==> src/rtl/cache_arb_pkg.sv <==
// rtl/cache_arb_pkg.sv - shared FSM state encodings and port identifiers for the cache port arbiter
package cache_arb_pkg;

  localparam logic [1:0] ST_IDLE  = 2'd0;
  localparam logic [1:0] ST_ISSUE = 2'd1;
  localparam logic [1:0] ST_WAIT  = 2'd2;

  localparam logic PORT_IF = 1'b0;
  localparam logic PORT_LS = 1'b1;

endpackage

==> src/rtl/cache_arb_picker.sv <==
// rtl/cache_arb_picker.sv - combinational 2-way grant between fetch and load/store requesters
// CACHE_ARB_RR_EN selects round-robin on ties; otherwise the load/store port always wins.
module cache_arb_picker
  import cache_arb_pkg::*;
(
  input  logic if_valid,
  input  logic ls_valid,
`ifdef CACHE_ARB_RR_EN
  input  logic last_grant,
`endif
  output logic grant_any,
  output logic grant_port
);

  always_comb begin
    grant_any  = if_valid | ls_valid;
    grant_port = ls_valid ? PORT_LS : PORT_IF;
`ifdef CACHE_ARB_RR_EN
    // on a tie the port that lost last time goes first
    if (if_valid && ls_valid) begin
      grant_port = ~last_grant;
    end
`endif
  end

endmodule

==> src/rtl/cache_port_arbiter.sv <==
// rtl/cache_port_arbiter.sv - shares one data cache between fetch and load/store ports, one access in flight
// CACHE_ARB_RR_EN enables round-robin arbitration on ties (default: fixed load/store priority).
module cache_port_arbiter
  import cache_arb_pkg::*;
#(
  parameter int ADDR_W = 32,
  parameter int DATA_W = 32,
  parameter int CNT_W  = 32
) (
  input  logic              clk,
  input  logic              reset,
  input  logic              if_valid,
  input  logic [ADDR_W-1:0] if_addr,
  output logic              if_ack,
  output logic              if_resp_valid,
  output logic [DATA_W-1:0] if_rdata,
  input  logic              ls_valid,
  input  logic [ADDR_W-1:0] ls_addr,
  input  logic              ls_write,
  input  logic [DATA_W-1:0] ls_wdata,
  output logic              ls_ack,
  output logic              ls_resp_valid,
  output logic [DATA_W-1:0] ls_rdata,
  output logic              c_in_valid,
  output logic [ADDR_W-1:0] c_addr,
  output logic              c_read,
  output logic              c_write,
  output logic [DATA_W-1:0] c_din,
  input  logic              c_ready,
  input  logic              c_out_valid,
  input  logic [DATA_W-1:0] c_dout,
  input  logic              c_hit,
  output logic [CNT_W-1:0]  hit_cnt,
  output logic [CNT_W-1:0]  miss_cnt
);

  logic [1:0] state;
  logic       owner;
  logic       lat_write;
  logic       grant_any;
  logic       grant_port;
  logic       take;

`ifdef CACHE_ARB_RR_EN
  logic       last_grant;
`endif

  cache_arb_picker u_picker (
    .if_valid   (if_valid),
    .ls_valid   (ls_valid),
`ifdef CACHE_ARB_RR_EN
    .last_grant (last_grant),
`endif
    .grant_any  (grant_any),
    .grant_port (grant_port)
  );

  // acceptance is combinational so the ack lands in the same cycle the request is latched
  assign take   = !reset && (state == ST_IDLE) && c_ready && grant_any;
  assign if_ack = take && (grant_port == PORT_IF);
  assign ls_ack = take && (grant_port == PORT_LS);

  assign c_in_valid = (state == ST_ISSUE);
  assign c_read     = (state != ST_IDLE) && !lat_write;
  assign c_write    = (state != ST_IDLE) && lat_write;

  always_ff @(posedge clk) begin
    if (reset) begin
      state         <= ST_IDLE;
      owner         <= PORT_IF;
      lat_write     <= 1'b0;
      c_addr        <= '0;
      c_din         <= '0;
      if_rdata      <= '0;
      ls_rdata      <= '0;
      if_resp_valid <= 1'b0;
      ls_resp_valid <= 1'b0;
      hit_cnt       <= '0;
      miss_cnt      <= '0;
`ifdef CACHE_ARB_RR_EN
      last_grant    <= PORT_LS;
`endif
    end else begin
      if_resp_valid <= 1'b0;
      ls_resp_valid <= 1'b0;
      case (state)
        ST_IDLE: begin
          if (take) begin
            owner <= grant_port;
`ifdef CACHE_ARB_RR_EN
            last_grant <= grant_port;
`endif
            if (grant_port == PORT_LS) begin
              c_addr    <= ls_addr;
              c_din     <= ls_wdata;
              lat_write <= ls_write;
            end else begin
              c_addr    <= if_addr;
              c_din     <= '0;
              lat_write <= 1'b0;
            end
            state <= ST_ISSUE;
          end
        end
        ST_ISSUE: begin
          state <= ST_WAIT;
        end
        ST_WAIT: begin
          if (c_out_valid) begin
            if (owner == PORT_LS) begin
              ls_rdata      <= c_dout;
              ls_resp_valid <= 1'b1;
            end else begin
              if_rdata      <= c_dout;
              if_resp_valid <= 1'b1;
            end
            if (c_hit) begin
              hit_cnt <= hit_cnt + CNT_W'(1);
            end else begin
              miss_cnt <= miss_cnt + CNT_W'(1);
            end
            state <= ST_IDLE;
          end
        end
        default: begin
          state <= ST_IDLE;
        end
      endcase
    end
  end

endmodule
==> config.mk <==
export PLATFORM = sky130hd
export DESIGN_NAME = cache_port_arbiter
export DESIGN_NICKNAME = d
export VERILOG_FILES = /design/src/rtl/cache_arb_pkg.sv /design/src/rtl/cache_arb_picker.sv /design/src/rtl/cache_port_arbiter.sv
export SDC_FILE = /design/constraint.sdc
export NUM_CORES = 1
export LEC_CHECK = 0
export CAP_MARGIN = 20
export CELL_PAD_IN_SITES_DETAIL_PLACEMENT = 0
export CELL_PAD_IN_SITES_GLOBAL_PLACEMENT = 1
export CORE_ASPECT_RATIO = 0.75
export CORE_UTILIZATION = 33
export DETAILED_ROUTE_END_ITERATION = 7
export PLACE_DENSITY = 0.94
export SETUP_SLACK_MARGIN = 0.2
export SLEW_MARGIN = 0
export SYNTH_ARGS = -nofsm -noshare
export SYNTH_HDL_FRONTEND = slang
export SYNTH_HIERARCHICAL = 1
export SYNTH_SLANG_ARGS = --single-unit
==> constraint.sdc <==
create_clock -name clk -period 4.91 [get_ports clk]
set_input_delay 0.982 -clock clk [delete_from_list [all_inputs] [get_ports clk]]
set_output_delay 0.982 -clock clk [all_outputs]
set_load 0.005 [all_outputs]
# [Word-level counts from Yosys, hierarchy flattened]
# Cells that the tools add are included.
[classes] n_addsub=2 n_eq_ne=4 mux=9 bitwise=6 reduce_logical=18
[ops] operator="32-bit by 1-bit adder with 32-bit output, second input constant" n=2
[ops] operator="32-bit two-way mux" n=2
[ops] operator="3-bit AND reduction" n=4
[ops] operator="1-bit logical AND" n=7
[ops] operator="2-bit one-hot mux with 3 select lines" n=1
[ops] operator="1-bit NOT" n=5
[ops] operator="1-bit two-way mux" n=4
[ops] operator="2-bit two-way mux" n=2
[ops] operator="2-bit != test, second input constant" n=2
[ops] operator="2-bit AND reduction" n=2
[ops] operator="3-bit OR reduction" n=1
[ops] operator="2-bit by 1-bit == test with 1-bit output, second input constant" n=1
[ops] operator="2-bit == test, second input constant" n=1
[ops] operator="1-bit zero test" n=2
[ops] operator="2-bit zero test" n=1
[ops] operator="2-bit nonzero test" n=1
[ops] operator="1-bit bitwise OR" n=1
[totals] regBits=198 output_inout_bits=199 word_cells=50

# [Logic depth before layout (Yosys ltp)]
[logic_depth] ltp_word=6 depth_mapped=7 mapped_depth_nobuf=5

# [Modules after synthesis]
# Netlist, hierarchy kept.
[by_module_without_submodules] module="cache_port_arbiter" instances=1 cells_each=959 area_each_um2=8035.2 seq_area_each_um2=3963.8
[by_module_without_submodules] module="cache_arb_picker" instances=1 cells_each=2 area_each_um2=13.8 seq_area_each_um2=0.0

# [Worst setup path after synthesis]
# Ideal clock, no wire load.
[synth_path] path_kind="in2out" startpoint="input ls_valid" endpoint="output ls_ack" arrival_ns=2.059 setup_slack_ns=1.869 stages=6 n_path_buf=4 path_cell_list="buf_4 clkbuf_1 clkbuf_1 clkbuf_1 nand2_1 inv_1"
[synth_between] elab_chain_len=3 elab_cells_between_ends=4 cone_classes="mux: 1; bitwise: 1; reduce/logical: 2"
[synth_rtl] item="start, declared" line="cache_port_arbiter.sv:17" rtl="input logic ls_valid,"
[synth_rtl] item="1-bit bitwise OR" line="cache_arb_picker.sv:16" rtl="grant_any = if_valid | ls_valid;"
[synth_rtl] item="1-bit logical AND" line="cache_port_arbiter.sv:59" rtl="assign take = !reset && (state == ST_IDLE) && c_ready && grant_any;"
[synth_rtl] item="1-bit logical AND *" line="cache_port_arbiter.sv:61" rtl="assign ls_ack = take && (grant_port == PORT_LS);"
[synth_rtl] item="end, declared" line="cache_port_arbiter.sv:21" rtl="output logic ls_ack,"
# Every way passes the cells marked *; elsewhere a longest branch is shown, timed or not.

# [Final worst setup path]
[layout_path] startpoint="input if_valid" endpoint="output if_ack"
[layout_between] elab_chain_len=3
[layout_rtl] item="start, declared" line="cache_port_arbiter.sv:12" rtl="input logic if_valid,"
[layout_rtl] item="1-bit bitwise OR" line="cache_arb_picker.sv:16"
[layout_rtl] item="named net grant_any" line="cache_port_arbiter.sv:40" rtl="logic grant_any;"
[layout_rtl] item="1-bit logical AND" line="cache_port_arbiter.sv:59"
[layout_rtl] item="1-bit logical AND" line="cache_port_arbiter.sv:60" rtl="assign if_ack = take && (grant_port == PORT_IF);"
[layout_rtl] item="end, declared" line="cache_port_arbiter.sv:14" rtl="output logic if_ack,"
# The timed path passes the listed nets, and every way through them passes these cells.

==> impl_metrics.env <==
export IMPL_outcome="finished clean"
export IMPL_avgViaCountPerCell=4.96
export IMPL_core_area_mm2=0.0240
export IMPL_totalWireLength_um=25300
export IMPL_grt_ovfl_total=0
export IMPL_ff_latch_area_mm2=0.00396
export IMPL_required_ns=3.93
export IMPL_maxCapViolations=0
export IMPL_max_freq_ghz=0.263
export IMPL_maxSlewViolCount=0
export IMPL_rsz0062_at_grt="false"
export IMPL_yosys_top_cells_count="dfxtp_1 (198), nand2_1 (188), a21oi_1 (140), nor2_1 (61), clkbuf_1 (57)"
export IMPL_design_die_area_mm2=0.0250
export IMPL_p_seq_frac=0.481
export IMPL_antenna_found_initial=0
export IMPL_cts_tree="built"
export IMPL_power_share_switching=0.242
export IMPL_end_kind="output port"
export IMPL_io_pins=335
export IMPL_synth_top_area_cell="dfxtp_1"
export IMPL_n_fill_cell=2277
export IMPL_leakagePower_uw=0.00401
export IMPL_synth_async_reset_ratio=0
export IMPL_area_growth_pct=51.5
export IMPL_setup_viol=0
export IMPL_comb_power_share=0.093
export IMPL_hold_class="reg2reg"
export IMPL_synth_cells=961
export IMPL_row_count=49
export IMPL_clkSinkCount=198
export IMPL_cp_arrival_ns=2.83
export IMPL_start_kind="primary input"
export IMPL_synthesis_area_mm2=0.00805
export IMPL_power_switching_uw=833
export IMPL_postPlaceCellArea_mm2=0.0116
export IMPL_hold_buffers=0
export IMPL_period_minus_slack_ns=3.81
export IMPL_p_per_area_mw_per_mm2=282
export IMPL_tightestPinTransition_ns=1.05
export IMPL_start_util=0.336
export IMPL_ys_types=42
export IMPL_multi_input_comb_area_mm2=0.00377
export IMPL_die_y_um=137
export IMPL_num_vias=7901
export IMPL_ctsResizeCount=0
export IMPL_ctsRootBufferMaster="clkbuf_16"
export IMPL_final_util=0.509
export IMPL_ant_nets=0
export IMPL_p_int_uw=2600
export IMPL_post_cts_buffers=0
export IMPL_layout_nets=1387
export IMPL_fin_skew_ns=0.0119
export IMPL_syn_num_nets=1099
export IMPL_globalplace_congestion=0.810
export IMPL_ir_drop_uv=211
export IMPL_synth_yosys_warnings=6
export IMPL_antenna_cells=0
export IMPL_synth_compound_area_share=0.154
export IMPL_grt_use_total=0.200
export IMPL_drt_iter0_markers=424
export IMPL_synth_area_leaders="dfxtp_1 (49%), nand2_1 (8.8%), a21oi_1 (8.7%)"
export IMPL_period_share=0.775
export IMPL_synth_top_area_share=0.492
export IMPL_grt_pass1_wl_um=39400
export IMPL_whs_ns=0.453
export IMPL_place_hpwl_um=17400
export IMPL_firstDrtPassIters=5
export IMPL_fin_setup_tns_ns=0
export IMPL_total_power_uw=3440
export IMPL_drc_errors=0
export IMPL_drive_gt1_frac=0.0420
export IMPL_numCtsBuffers=17
export IMPL_synth_most_common_cell="dfxtp_1"
export IMPL_synthSimpleGateAreaFrac=0.247
export IMPL_avgSynthCellArea_um2=8.38
export IMPL_seq_area_frac_synth=0.492
export IMPL_cp_max_fo=7
export IMPL_die_w_um=182
export IMPL_synth_ff_type="dfxtp_1"
export IMPL_synth_fa_ha_area_frac=0.00311
export IMPL_portBuffers=334
export IMPL_hold_viol=0
export IMPL_first_global_vias=7327
export IMPL_synth_edf_count=0
export IMPL_synth_top_family_by_area="simple AND/OR/NAND/NOR gates"
export IMPL_yosys_area_share_xor_xnor=0.0207
export IMPL_ys_ff_latch=198
export IMPL_grt_max_degree=99
export IMPL_clk_latency_ns=0.45
export IMPL_relSlewSlack=0.299
export IMPL_path_clk_slew_ns=0.08
export IMPL_clk_path_buf_depth=2
export IMPL_cts_max_level=4
export IMPL_finalInstanceArea_mm2=0.0122
export IMPL_wl_per_cell_um=15.9
export IMPL_synth_mux_area_frac=0.0426
export IMPL_path_class="in2out"
export IMPL_p_clk_frac=0.425
## worst max-delay path: stages
cell and delay (ns):
clkdlybuf4s50_1 0.44, or2_1 0.10, nand4b_1 0.43, nor2_1 0.31
clkdlybuf4s50_1 0.55
## worst paths after layout
check	start	to	cells past startpoint	slack, ns
min reg2reg	c_din[1]$_SDFFE_PP0P_	c_din[1]$_SDFFE_PP0P_	2	0.45
min	c_din[1]$_SDFFE_PP0P_	c_din[1]$_SDFFE_PP0P_	2	0.45
max	if_valid	if_ack	5	1.10
max reg2reg	state[1]$_SDFFE_PP0P_	c_addr[31]$_SDFFE_PP0P_	6	2.24
## cell usage in the layout, fill, tap and decap left out, types with 3 or more instances in the layout
| cell type | synthesis | layout |
|---|---|---|
| xnor2_1 | 10 | 10 |
| buf_4 | 1 | 9 |
| nand4_1 | 19 | 19 |
| a211oi_1 | 32 | 32 |
| and3_1 | 4 | 4 |
| xor2_1 | 9 | 9 |
| or4_1 | 31 | 31 |
| nor2b_1 | 4 | 4 |
| nand3_1 | 51 | 51 |
| nand2_1 | 188 | 188 |
| clkdlybuf4s50_1 | 0 | 332 |
| nor2_1 | 61 | 60 |
| and2_1 | 5 | 5 |
| clkinvlp_4 | 0 | 3 |
| inv_1 | 8 | 8 |
| dfxtp_1 | 198 | 198 |
| o31ai_1 | 28 | 28 |
| inv_8 | 0 | 3 |
| nor4_1 | 8 | 8 |
| o21ai_0 | 11 | 11 |
| mux2i_1 | 32 | 32 |
| clkbuf_16 | 0 | 17 |
| or3_1 | 13 | 13 |
| a21oi_1 | 140 | 140 |
| and4b_1 | 3 | 3 |
| and4_1 | 9 | 9 |
| clkinv_4 | 0 | 3 |
## flip-flops by register name (all words and copies together) (netlist names)
signal / cells
c_addr: 32
c_din: 32
hit_cnt: 32
if_rdata: 32
if_resp_valid: 1
lat_write: 1
ls_rdata: 32
ls_resp_valid: 1
miss_cnt: 32
owner: 1
state: 2
## cell type report
type                    instances  area share
flip-flops and latches        198       0.325
multi-input cells             680       0.309
repair buffers                343       0.279
clock buffers                  18      0.0360
well taps                     331      0.0340
clock inverters                14      0.0135
inverters                       9     0.00277
## metrics by stage
stage	setup WS, ns	cells
finish	1.10	1593
global route	0.905	1593
CTS	1.02	1593
detailed placement	1.04	1561
global placement	1.01	1561
floorplan	1.87	961
## metal layers
| metal | vias up | GRT usage | wire length, um |
|---|---|---|---|
| li1 | 3972 | - | - |
| met1 | 3671 | 0.255 | 11200 |
| met2 | 238 | 0.313 | 11700 |
| met3 | 20 | 0.0780 | 2190 |
| met4 | 0 | 0.0565 | 242 |
| met5 | - | 0 | 0 |
## cell families after synthesis
family          after synthesis
fa+ha+maj                     2
flops                       198
buf+inv                      83
mux                          34
simple gates                410
compound gates              215
xor+xnor                     19
## power by group through the flow
stage / clock, uW / sequential (uW) / combinational [uW]
CTS: 1500 / 1650 / 325
floorplan: 0 / 1690 / 113
global route: 1560 / 1660 / 350
finish: 1460 / 1650 / 321
detailed placement: 0 / 1690 / 323
global placement: 0 / 1690 / 322
Power figures use the tool's default switching activity.
